**config.mk**
```make
export PLATFORM = sky130hd
export DESIGN_NAME = serial_pattern_gen_flat
export DESIGN_NICKNAME = d
export VERILOG_FILES = /design/src/rtl/serial_pattern_gen_if.sv /design/src/rtl/serial_pattern_gen.sv /design/src/flat_wrapper.sv
export SDC_FILE = /design/constraint.sdc
export NUM_CORES = 1
export LEC_CHECK = 0
export CAP_MARGIN = 20
export CORE_ASPECT_RATIO = 1.75
export CORE_MARGIN = 3
export CORE_UTILIZATION = 56
export DETAILED_ROUTE_END_ITERATION = 8
export GPL_ROUTABILITY_DRIVEN = 0
export PLACE_DENSITY_LB_ADDON = 0.15
export SYNTH_ARGS = -nofsm -noshare
export SYNTH_HDL_FRONTEND = slang
export SYNTH_SLANG_ARGS = --single-unit
export TNS_END_PERCENT = 100
```
**constraint.sdc**
```tcl
create_clock -name clk -period 4.45 [get_ports clk]
set_clock_uncertainty 0.2 [all_clocks]
set_input_delay 0.445 -clock clk [delete_from_list [all_inputs] [get_ports clk]]
set_output_delay 0.445 -clock clk [all_outputs]
set_load 0.01 [all_outputs]
```
**src/rtl/serial_pattern_gen_if.sv**
```systemverilog
// Control/status bundle for serial_pattern_gen: pattern programming and run
// control toward the generator, serial stream and status back.
interface serial_pattern_gen_if #(
    parameter int MAX_LEN = 32,
    parameter int LEN_W   = 6,
    parameter int GAP_W   = 4
);
    logic               load;
    logic [MAX_LEN-1:0] pattern_in;
    logic [LEN_W-1:0]   len_in;
    logic [GAP_W-1:0]   gap_in;
    logic               start;
    logic               stop;
    logic               abort;
    logic               repeat_en;
    logic               lsb_first;

    logic               out;
    logic               valid;
    logic               frame_start;
    logic [LEN_W-1:0]   bit_idx;
    logic               busy;
    logic               done;
    logic [15:0]        frame_cnt;

    modport master (
        output load, pattern_in, len_in, gap_in, start, stop, abort, repeat_en, lsb_first,
        input  out, valid, frame_start, bit_idx, busy, done, frame_cnt
    );

    modport slave (
        input  load, pattern_in, len_in, gap_in, start, stop, abort, repeat_en, lsb_first,
        output out, valid, frame_start, bit_idx, busy, done, frame_cnt
    );
endinterface

```
**src/rtl/serial_pattern_gen.sv**
```systemverilog
// Programmable serial bit-pattern generator: shifts out 1..MAX_LEN bits MSB- or
// LSB-first, one-shot or repeating with an optional idle gap between frames.
module serial_pattern_gen #(
    parameter int MAX_LEN = 32,
    parameter int LEN_W   = 6,
    parameter int GAP_W   = 4
) (
    input logic                 clk,
    input logic                 reset,
    serial_pattern_gen_if.slave bus
);
    typedef enum logic [1:0] {IDLE, RUN, GAP} state_t;

    state_t             state;
    logic [MAX_LEN-1:0] pat_reg;
    logic [LEN_W-1:0]   len_reg;
    logic [GAP_W-1:0]   gap_reg;
    logic [GAP_W-1:0]   gap_cnt;
    logic               rep_reg;
    logic               lsb_reg;
    logic               stop_flag;

    logic               out_r;
    logic               valid_r;
    logic               frame_start_r;
    logic               busy_r;
    logic               done_r;
    logic [LEN_W-1:0]   bit_idx_r;
    logic [15:0]        frame_cnt_r;

    logic [LEN_W-1:0]   len_clamp;
    logic [LEN_W-1:0]   start_len;
    logic [MAX_LEN-1:0] start_pat;
    logic [LEN_W-1:0]   next_idx;
    logic               last_bit;
    logic               halt;

    // Bit k of the frame in emission order.
    function automatic logic pick(input logic [MAX_LEN-1:0] p, input logic [LEN_W-1:0] len,
                                  input logic [LEN_W-1:0] k, input logic lsb);
        logic [LEN_W-1:0] pos;
        pos = lsb ? k : len - k - LEN_W'(1);
        return |(p & (MAX_LEN'(1) << pos));
    endfunction

    // A start on the same edge as load must see the freshly loaded values.
    assign len_clamp = (bus.len_in > LEN_W'(MAX_LEN)) ? LEN_W'(MAX_LEN) : bus.len_in;
    assign start_len = bus.load ? len_clamp : len_reg;
    assign start_pat = bus.load ? bus.pattern_in : pat_reg;
    assign next_idx  = bit_idx_r + LEN_W'(1);
    assign last_bit  = (bit_idx_r == len_reg - LEN_W'(1));
    assign halt      = stop_flag | bus.stop;

    always_ff @(posedge clk) begin
        if (reset) begin
            state         <= IDLE;
            pat_reg       <= '0;
            len_reg       <= LEN_W'(MAX_LEN);
            gap_reg       <= '0;
            gap_cnt       <= '0;
            rep_reg       <= 1'b0;
            lsb_reg       <= 1'b0;
            stop_flag     <= 1'b0;
            out_r         <= 1'b0;
            valid_r       <= 1'b0;
            frame_start_r <= 1'b0;
            busy_r        <= 1'b0;
            done_r        <= 1'b0;
            bit_idx_r     <= '0;
            frame_cnt_r   <= '0;
        end else begin
            done_r        <= 1'b0;
            frame_start_r <= 1'b0;
            case (state)
                IDLE: begin
                    if (bus.load) begin
                        pat_reg <= bus.pattern_in;
                        len_reg <= len_clamp;
                        gap_reg <= bus.gap_in;
                    end
                    if (bus.start && start_len != '0) begin
                        rep_reg       <= bus.repeat_en;
                        lsb_reg       <= bus.lsb_first;
                        stop_flag     <= 1'b0;
                        frame_cnt_r   <= '0;
                        state         <= RUN;
                        busy_r        <= 1'b1;
                        valid_r       <= 1'b1;
                        frame_start_r <= 1'b1;
                        bit_idx_r     <= '0;
                        out_r         <= pick(start_pat, start_len, '0, bus.lsb_first);
                    end
                end
                RUN: begin
                    if (bus.abort) begin
                        state     <= IDLE;
                        busy_r    <= 1'b0;
                        valid_r   <= 1'b0;
                        out_r     <= 1'b0;
                        bit_idx_r <= '0;
                        stop_flag <= 1'b0;
                    end else if (last_bit) begin
                        frame_cnt_r <= frame_cnt_r + 16'd1;
                        bit_idx_r   <= '0;
                        if (halt || !rep_reg) begin
                            state     <= IDLE;
                            busy_r    <= 1'b0;
                            done_r    <= 1'b1;
                            valid_r   <= 1'b0;
                            out_r     <= 1'b0;
                            stop_flag <= 1'b0;
                        end else if (gap_reg == '0) begin
                            frame_start_r <= 1'b1;
                            out_r         <= pick(pat_reg, len_reg, '0, lsb_reg);
                        end else begin
                            state   <= GAP;
                            gap_cnt <= gap_reg - GAP_W'(1);
                            valid_r <= 1'b0;
                            out_r   <= 1'b0;
                        end
                    end else begin
                        if (bus.stop) stop_flag <= 1'b1;
                        bit_idx_r <= next_idx;
                        out_r     <= pick(pat_reg, len_reg, next_idx, lsb_reg);
                    end
                end
                GAP: begin
                    if (bus.abort) begin
                        state     <= IDLE;
                        busy_r    <= 1'b0;
                        stop_flag <= 1'b0;
                    end else if (halt) begin
                        // No further frame once stop has been seen.
                        state     <= IDLE;
                        busy_r    <= 1'b0;
                        done_r    <= 1'b1;
                        stop_flag <= 1'b0;
                    end else if (gap_cnt == '0) begin
                        state         <= RUN;
                        valid_r       <= 1'b1;
                        frame_start_r <= 1'b1;
                        bit_idx_r     <= '0;
                        out_r         <= pick(pat_reg, len_reg, '0, lsb_reg);
                    end else begin
                        gap_cnt <= gap_cnt - GAP_W'(1);
                    end
                end
                default: begin
                    state  <= IDLE;
                    busy_r <= 1'b0;
                end
            endcase
        end
    end

    assign bus.out         = out_r;
    assign bus.valid       = valid_r;
    assign bus.frame_start = frame_start_r;
    assign bus.bit_idx     = bit_idx_r;
    assign bus.busy        = busy_r;
    assign bus.done        = done_r;
    assign bus.frame_cnt   = frame_cnt_r;
endmodule

```
**src/flat_wrapper.sv**
```systemverilog
// flat-port wrapper written by rule: the top's interface ports become plain ports
module serial_pattern_gen_flat 
#(
    parameter int MAX_LEN = 32,
    parameter int LEN_W   = 6,
    parameter int GAP_W   = 4
)
  (clk, reset, bus_load, bus_pattern_in, bus_len_in, bus_gap_in, bus_start, bus_stop, bus_abort, bus_repeat_en, bus_lsb_first, bus_out, bus_valid, bus_frame_start, bus_bit_idx, bus_busy, bus_done, bus_frame_cnt);
  serial_pattern_gen_if #(.MAX_LEN(MAX_LEN), .LEN_W(LEN_W), .GAP_W(GAP_W)) bus_i ();
  input logic clk;
  input logic reset;
  input wire logic [$bits(bus_i.load)-1:0] bus_load;
  input wire logic [$bits(bus_i.pattern_in)-1:0] bus_pattern_in;
  input wire logic [$bits(bus_i.len_in)-1:0] bus_len_in;
  input wire logic [$bits(bus_i.gap_in)-1:0] bus_gap_in;
  input wire logic [$bits(bus_i.start)-1:0] bus_start;
  input wire logic [$bits(bus_i.stop)-1:0] bus_stop;
  input wire logic [$bits(bus_i.abort)-1:0] bus_abort;
  input wire logic [$bits(bus_i.repeat_en)-1:0] bus_repeat_en;
  input wire logic [$bits(bus_i.lsb_first)-1:0] bus_lsb_first;
  output wire logic [$bits(bus_i.out)-1:0] bus_out;
  output wire logic [$bits(bus_i.valid)-1:0] bus_valid;
  output wire logic [$bits(bus_i.frame_start)-1:0] bus_frame_start;
  output wire logic [$bits(bus_i.bit_idx)-1:0] bus_bit_idx;
  output wire logic [$bits(bus_i.busy)-1:0] bus_busy;
  output wire logic [$bits(bus_i.done)-1:0] bus_done;
  output wire logic [$bits(bus_i.frame_cnt)-1:0] bus_frame_cnt;
  assign bus_i.load = bus_load;
  assign bus_i.pattern_in = bus_pattern_in;
  assign bus_i.len_in = bus_len_in;
  assign bus_i.gap_in = bus_gap_in;
  assign bus_i.start = bus_start;
  assign bus_i.stop = bus_stop;
  assign bus_i.abort = bus_abort;
  assign bus_i.repeat_en = bus_repeat_en;
  assign bus_i.lsb_first = bus_lsb_first;
  assign bus_out = bus_i.out;
  assign bus_valid = bus_i.valid;
  assign bus_frame_start = bus_i.frame_start;
  assign bus_bit_idx = bus_i.bit_idx;
  assign bus_busy = bus_i.busy;
  assign bus_done = bus_i.done;
  assign bus_frame_cnt = bus_i.frame_cnt;
  serial_pattern_gen #(.MAX_LEN(MAX_LEN), .LEN_W(LEN_W), .GAP_W(GAP_W)) u_core (.clk(clk), .reset(reset), .bus(bus_i));
endmodule
```
After elaboration in Yosys (flattened, before gate mapping) --
Index checks and enable logic that the tools add are counted.
Word-level totals: output and inout bits 27, register bits after elaboration 78
Cells by class: eq/ne operators 19, add/subtract/negate cells 8, $lt $le $gt $ge 1, reduce and logical (&&, ||, !) cells 22, mux-type cells 78, shift operators 3, bitwise gates (word level) 4
Operators with widths (count):
- bitwise AND 32 bit | 3
- OR reduction 32 bit | 3
- << shifter 1 x 6 -> 32 bit (first input constant) | 3
- 2-to-1 mux 6 bit | 11
- 2-to-1 mux 16 bit | 3
- 2-to-1 mux 1 bit | 38
- 2-to-1 mux 32 bit | 1
- one-hot mux 16 bit (2 select lines) | 1
- 2-to-1 mux 4 bit | 7
- one-hot mux 6 bit (3 select lines) | 1
- subtractor 6 x 1 -> 6 bit (second input constant) | 3
- adder 16 x 1 -> 16 bit (second input constant) | 1
- 2-to-1 mux 2 bit | 8
- one-hot mux 1 bit (3 select lines) | 5
- != test 2 bit (second input constant) | 6
- AND reduction 4 bit | 3
- AND reduction 5 bit | 2
- != test 3 x 2 -> 1 bit (second input constant) | 3
- zero test 4 bit | 2
- != test 4 x 3 -> 1 bit (second input constant) | 2
- one-hot mux 4 bit (2 select lines) | 1
- AND reduction 8 bit | 1
- subtractor 4 x 1 -> 4 bit (second input constant) | 2
- AND reduction 7 bit | 1
- 20 further kinds | 24

Depth between registers and ports, before layout --
depth after elaboration 10, gate-level depth with buffers 13

Least setup slack after synthesis --
Ideal clock, no wire load.
kind input port to flip-flop, from input port bus_load, to register u_core.out_r, in the netlist u_core.bus.out, setup time 120 ps, arrival time 3211 ps, cell stages on the path 12, slack 920 ps, path through clkbuf_1 buf_2 buf_2 mux2i_1 ha_1 clkbuf_1 mux4_2 o2bb2ai_1 mux2i_1 o2111ai_1 a21oi_1 a211oi_2
On the way: word-level cells in the longest chain between the ends 8, elaborated cells on any way between the ends 13, classes of those cells add/sub: 1; eq/ne: 1; shift: 1; mux: 5; bitwise: 1; reduce/logical: 4
Ends and longest elaborated chain:
- start, declared | RTL line flat_wrapper.sv:12 | input wire logic [$bits(bus_i.load)-1:0] bus_load;
- 2-to-1 mux 6 bit | RTL line serial_pattern_gen.sv:48 | assign start_len = bus.load ? len_clamp : len_reg;
- subtractor 6 x 1 -> 6 bit | RTL line serial_pattern_gen.sv:42 | pos = lsb ? k : len - k - LEN_W'(1);
- 2-to-1 mux 6 bit | RTL line serial_pattern_gen.sv:42
- << shifter 1 x 6 -> 32 bit | RTL line serial_pattern_gen.sv:43 | return |(p & (MAX_LEN'(1) << pos));
- bitwise AND 32 bit | RTL line serial_pattern_gen.sv:43
- OR reduction 32 bit | RTL line serial_pattern_gen.sv:43
- 2-to-1 mux 1 bit | RTL line serial_pattern_gen.sv:81 | if (bus.start && start_len != '0) begin
- one-hot mux 1 bit (3 select lines) | RTL line serial_pattern_gen.sv:74 | case (state)
- end signal, assigned | RTL line serial_pattern_gen.sv:91 | out_r <= pick(start_pat, start_len, '0, bus.lsb_first);
- end signal, assigned | RTL line serial_pattern_gen.sv:114 | out_r <= pick(pat_reg, len_reg, '0, lsb_reg);
- end signal, assigned | RTL line serial_pattern_gen.sv:124 | out_r <= pick(pat_reg, len_reg, next_idx, lsb_reg);
- end, declared | RTL line serial_pattern_gen.sv:23 | logic out_r;
Several ways; a longest one is shown, not always the timed one. The select of a mux whose other input is x is not followed. A chain may end at the register's enable or synchronous reset.

Final worst setup path --
from register u_core.bit_idx_r[0], in the netlist u_core.bus.bit_idx[0], to register u_core.out_r, in the netlist u_core.bus.out
On the way: word-level cells in the longest chain between the ends 10, elaborated cells on any way between the ends 11, classes of those cells add/sub: 3; eq/ne: 1; shift: 1; mux: 4; bitwise: 1; reduce/logical: 1
Ends and longest elaborated chain:
- start, declared | RTL line serial_pattern_gen.sv:28 | logic [LEN_W-1:0] bit_idx_r;
- start signal, assigned | RTL line serial_pattern_gen.sv:123 | bit_idx_r <= next_idx;
- adder 6 x 1 -> 6 bit | RTL line serial_pattern_gen.sv:50 | assign next_idx = bit_idx_r + LEN_W'(1);
- subtractor 6 bit | RTL line serial_pattern_gen.sv:42
- subtractor 6 x 1 -> 6 bit | RTL line serial_pattern_gen.sv:42
- 2-to-1 mux 6 bit | RTL line serial_pattern_gen.sv:42
- << shifter 1 x 6 -> 32 bit | RTL line serial_pattern_gen.sv:43
- bitwise AND 32 bit | RTL line serial_pattern_gen.sv:43
- OR reduction 32 bit | RTL line serial_pattern_gen.sv:43
- 2-to-1 mux 1 bit (*) | RTL line serial_pattern_gen.sv:102 | end else if (last_bit) begin
- 2-to-1 mux 1 bit (*) | RTL line serial_pattern_gen.sv:95 | if (bus.abort) begin
- one-hot mux 1 bit (3 select lines) (*) | RTL line serial_pattern_gen.sv:74
Every way passes the cells marked *; elsewhere a longest branch is shown, timed or not.

==> qor.csv <==
metric;value;unit
Final Instance Count excl. Fillers;845;
DR DRC count;0;
pin count of the biggest net entering global routing;65;
DRT Pass-1 Iters;6;
Worst R2R Start;u_core.bus.bit_idx[0];
CTS Hold Buffers Added;0;
All-Layer GR Usage;0.337;
Crit. End Element;flip-flop;
Net Sw Frac;0.338;
die height;136;um
Sw Pwr;0.000722;W
critical-path maximum fanout;11;
# IOs;77;
Max Cap Violations;0;
CTS sink count;78;
fin crit share;0.856;
HPWL Detailed;12800;um
sequential share of power;0.384;
fraction of registers with async set or reset after synthesis;0;
max-slew violations;0;
CP startpoint;u_core.bus.bit_idx[0];
Mapped Area;0.00540;mm^2
FP Rows;46;
Root Driver;clkbuf_16;
antenna viol nets, final;0;
Distinct cells, synth;78;
Ys Warns;0;
first-pass GRT wire length;28300;um
overall die width;80.2;um
Top FF cell, synth;dfxtp_1;
CP Cell Sequence;ha_1 > inv_1 > fa_1 > mux2i_1 > a21oi_1 > a22oi_1 > a311oi_1 > nor4_1 > a211o_1 > a211oi_2;
Inst Count DP;830;
PD cells;331;mW/mm^2
ratio of cells with drive above 1 in the final layout;0.0910;
Synth top area share;0.289;
Resized cells post-CTS;0;
Comb pwr share;0.281;
final core occ;0.700;
nets;784;
Post-Syn Instances;670;
RSZ-0062 raised after global routing;false;
Vias;5525;
Max clock buf depth;2;
most common cell after layout, fill and taps aside;nand2_1;
maximum clock rate;263;MHz
Worst-path clk slew;0.06;ns
diode count;0;
normalized max-slew margin;0.407;
Synth Register Bits;78;
IO buf count;76;
Worst VDD drop;0.232;mV
initial antenna violation count;0;
status;finished, final reports clean;
setup TNS;0;ns
Least-Margin Pin Slew;0.888;ns
Initial Utilization;0.587;
total grt overflow;0;
Slowest-stage cell, CP;fa_1;
worst min-delay path category;flip-flop to flip-flop;
Synth area leaders;dfxtp_1 29%, nand2_1 7.9%, a21oi_1 7.1%;
crit start category;flip-flop;
syn_nets;733;
Routed Wire Length;17600;um
Core ar.;0.00921;mm^2
largest area contributor in the netlist;dfxtp_1;
hold_sp;u_core.gap_reg[2];
Crit Path Class;flip-flop to flip-flop;
max reg flops;32;
H-Tree Depth;3;
CP Data Required Time;4.52;ns
Hold Vio Cnt, Final;0;
Final min period;3.81;ns
sequential-to-total area share from yosys stat;0.289;
number of synthesized flops with an enable pin;0;
Layout area overhead;19.3;%
hold slack;0.272;ns
Mean Syn Cell Area;8.06;um^2
worst skew pair latency;0.35;ns
routed vias/inst;6.54;
DR WL/cell;20.9;um
die area;0.0109;mm^2
Final Setup Violations;0;
leakage;2.41;nW
Pint;0.00141;W
vias in the first global route;5462;
slowest stage delay, CP;0.70;ns
post-CTS setup buffers;0;
WP data arrival;3.88;ns
most frequent cells in the layout;113 x nand2_1, 78 x dfxtp_1, 77 x a21oi_1;
number of CTS-inserted buffers;9;
Clk network pwr share;0.335;
CTS tree;yes;
Initial DRC Count;530;
-- per-layer routing --
metal | global-route usage | part of all wire | up-vias
li1 | - | - | 2520
met1 | 0.358 | 0.34 | 2620
met2 | 0.578 | 0.52 | 284
met3 | 0.0756 | 0.064 | 101
met4 | 0.229 | 0.075 | 0
met5 | 0 | 0 | -
-- worst paths after layout --
path,to,slack (ns),cells after the start
max reg2reg,u_core.bus.out,0.64,10
max,u_core.bus.out,0.64,10
min,u_core.gap_reg[2],0.27,2
min reg2reg,u_core.gap_reg[2],0.27,2
-- per-stage QoR --
step / setup WS (ns) / total power (W) / instance area (um^2)
2_1_floorplan: 0.920 / 0.00123 / 5400
3_3_place_gp: 0.867 / 0.00140 / 6160
3_5_place_dp: 0.766 / 0.00141 / 6160
4_1_cts: 0.709 / 0.00212 / 6440
5_1_grt: 0.418 / 0.00223 / 6440
6_report: 0.642 / 0.00214 / 6440
-- area by class of cell --
class / instances / area [um^2]
timing repair buffer: 83 / 803
inverter: 12 / 45.0
clock buffer: 11 / 253
sequential: 78 / 1560
tap: 120 / 150
multi-input combinational: 537 / 3600
fill: 780 / 2770
clock inverter: 4 / 31.3
-- critical path: cells and delay by family (launching register included) --
kind	cells	cell delay (ns)
AOI/OAI and AO/OA	5	1.52
adders and majority gates	2	1.18
buffers and inverters	1	0.15
DFF	1	0.41
muxes	1	0.19
and+or+nand+nor	1	0.09
-- logic make-up (layout without fill, tap and decap cells) --
logic type               after synthesis  after routing  synth area share
AO/OA/AOI/OAI                        165            165             0.206
XOR/XNOR                              32             32            0.0547
adder cells (fa/ha/maj)               16             16            0.0373
buffers and inverters                 55            110            0.0449
flip-flops                            78             78             0.289
multiplexers                          61             61             0.135
AND/OR/NAND/NOR                      263            263             0.233
-- power groups by stage --
| stage | Clock, W | Combinational, W | Sequential (W) |
|---|---|---|---|
| after floorplan | 0 | 0.000432 | 0.000794 |
| after global placement | 0 | 0.000568 | 0.000828 |
| after detailed placement | 0 | 0.000583 | 0.000828 |
| after CTS | 0.000719 | 0.000589 | 0.000814 |
| after global routing | 0.000751 | 0.000651 | 0.000824 |
| final | 0.000715 | 0.000600 | 0.000821 |
-- Yosys cell counts, types with 4 or more instances --
cell	instances
o21ai_0	11
nand2b_1	11
mux2i_1	37
buf_2	5
o211ai_1	6
nand3b_1	5
a221oi_1	4
mux2_2	15
mux4_2	8
xor2_1	18
nor3_1	9
a21oi_1	77
nor2b_1	9
and3_1	7
or3_1	7
o22ai_1	5
a22oi_1	7
nor2_1	44
nand2_1	113
o2bb2ai_1	4
a21o_1	4
ha_1	12
and2_1	6
dfxtp_1	78
nand4_1	11
xnor2_1	12
inv_1	11
clkbuf_1	31
nand3_1	23
o32ai_1	4
No activity file was read; power rests on OpenSTA's default activity.
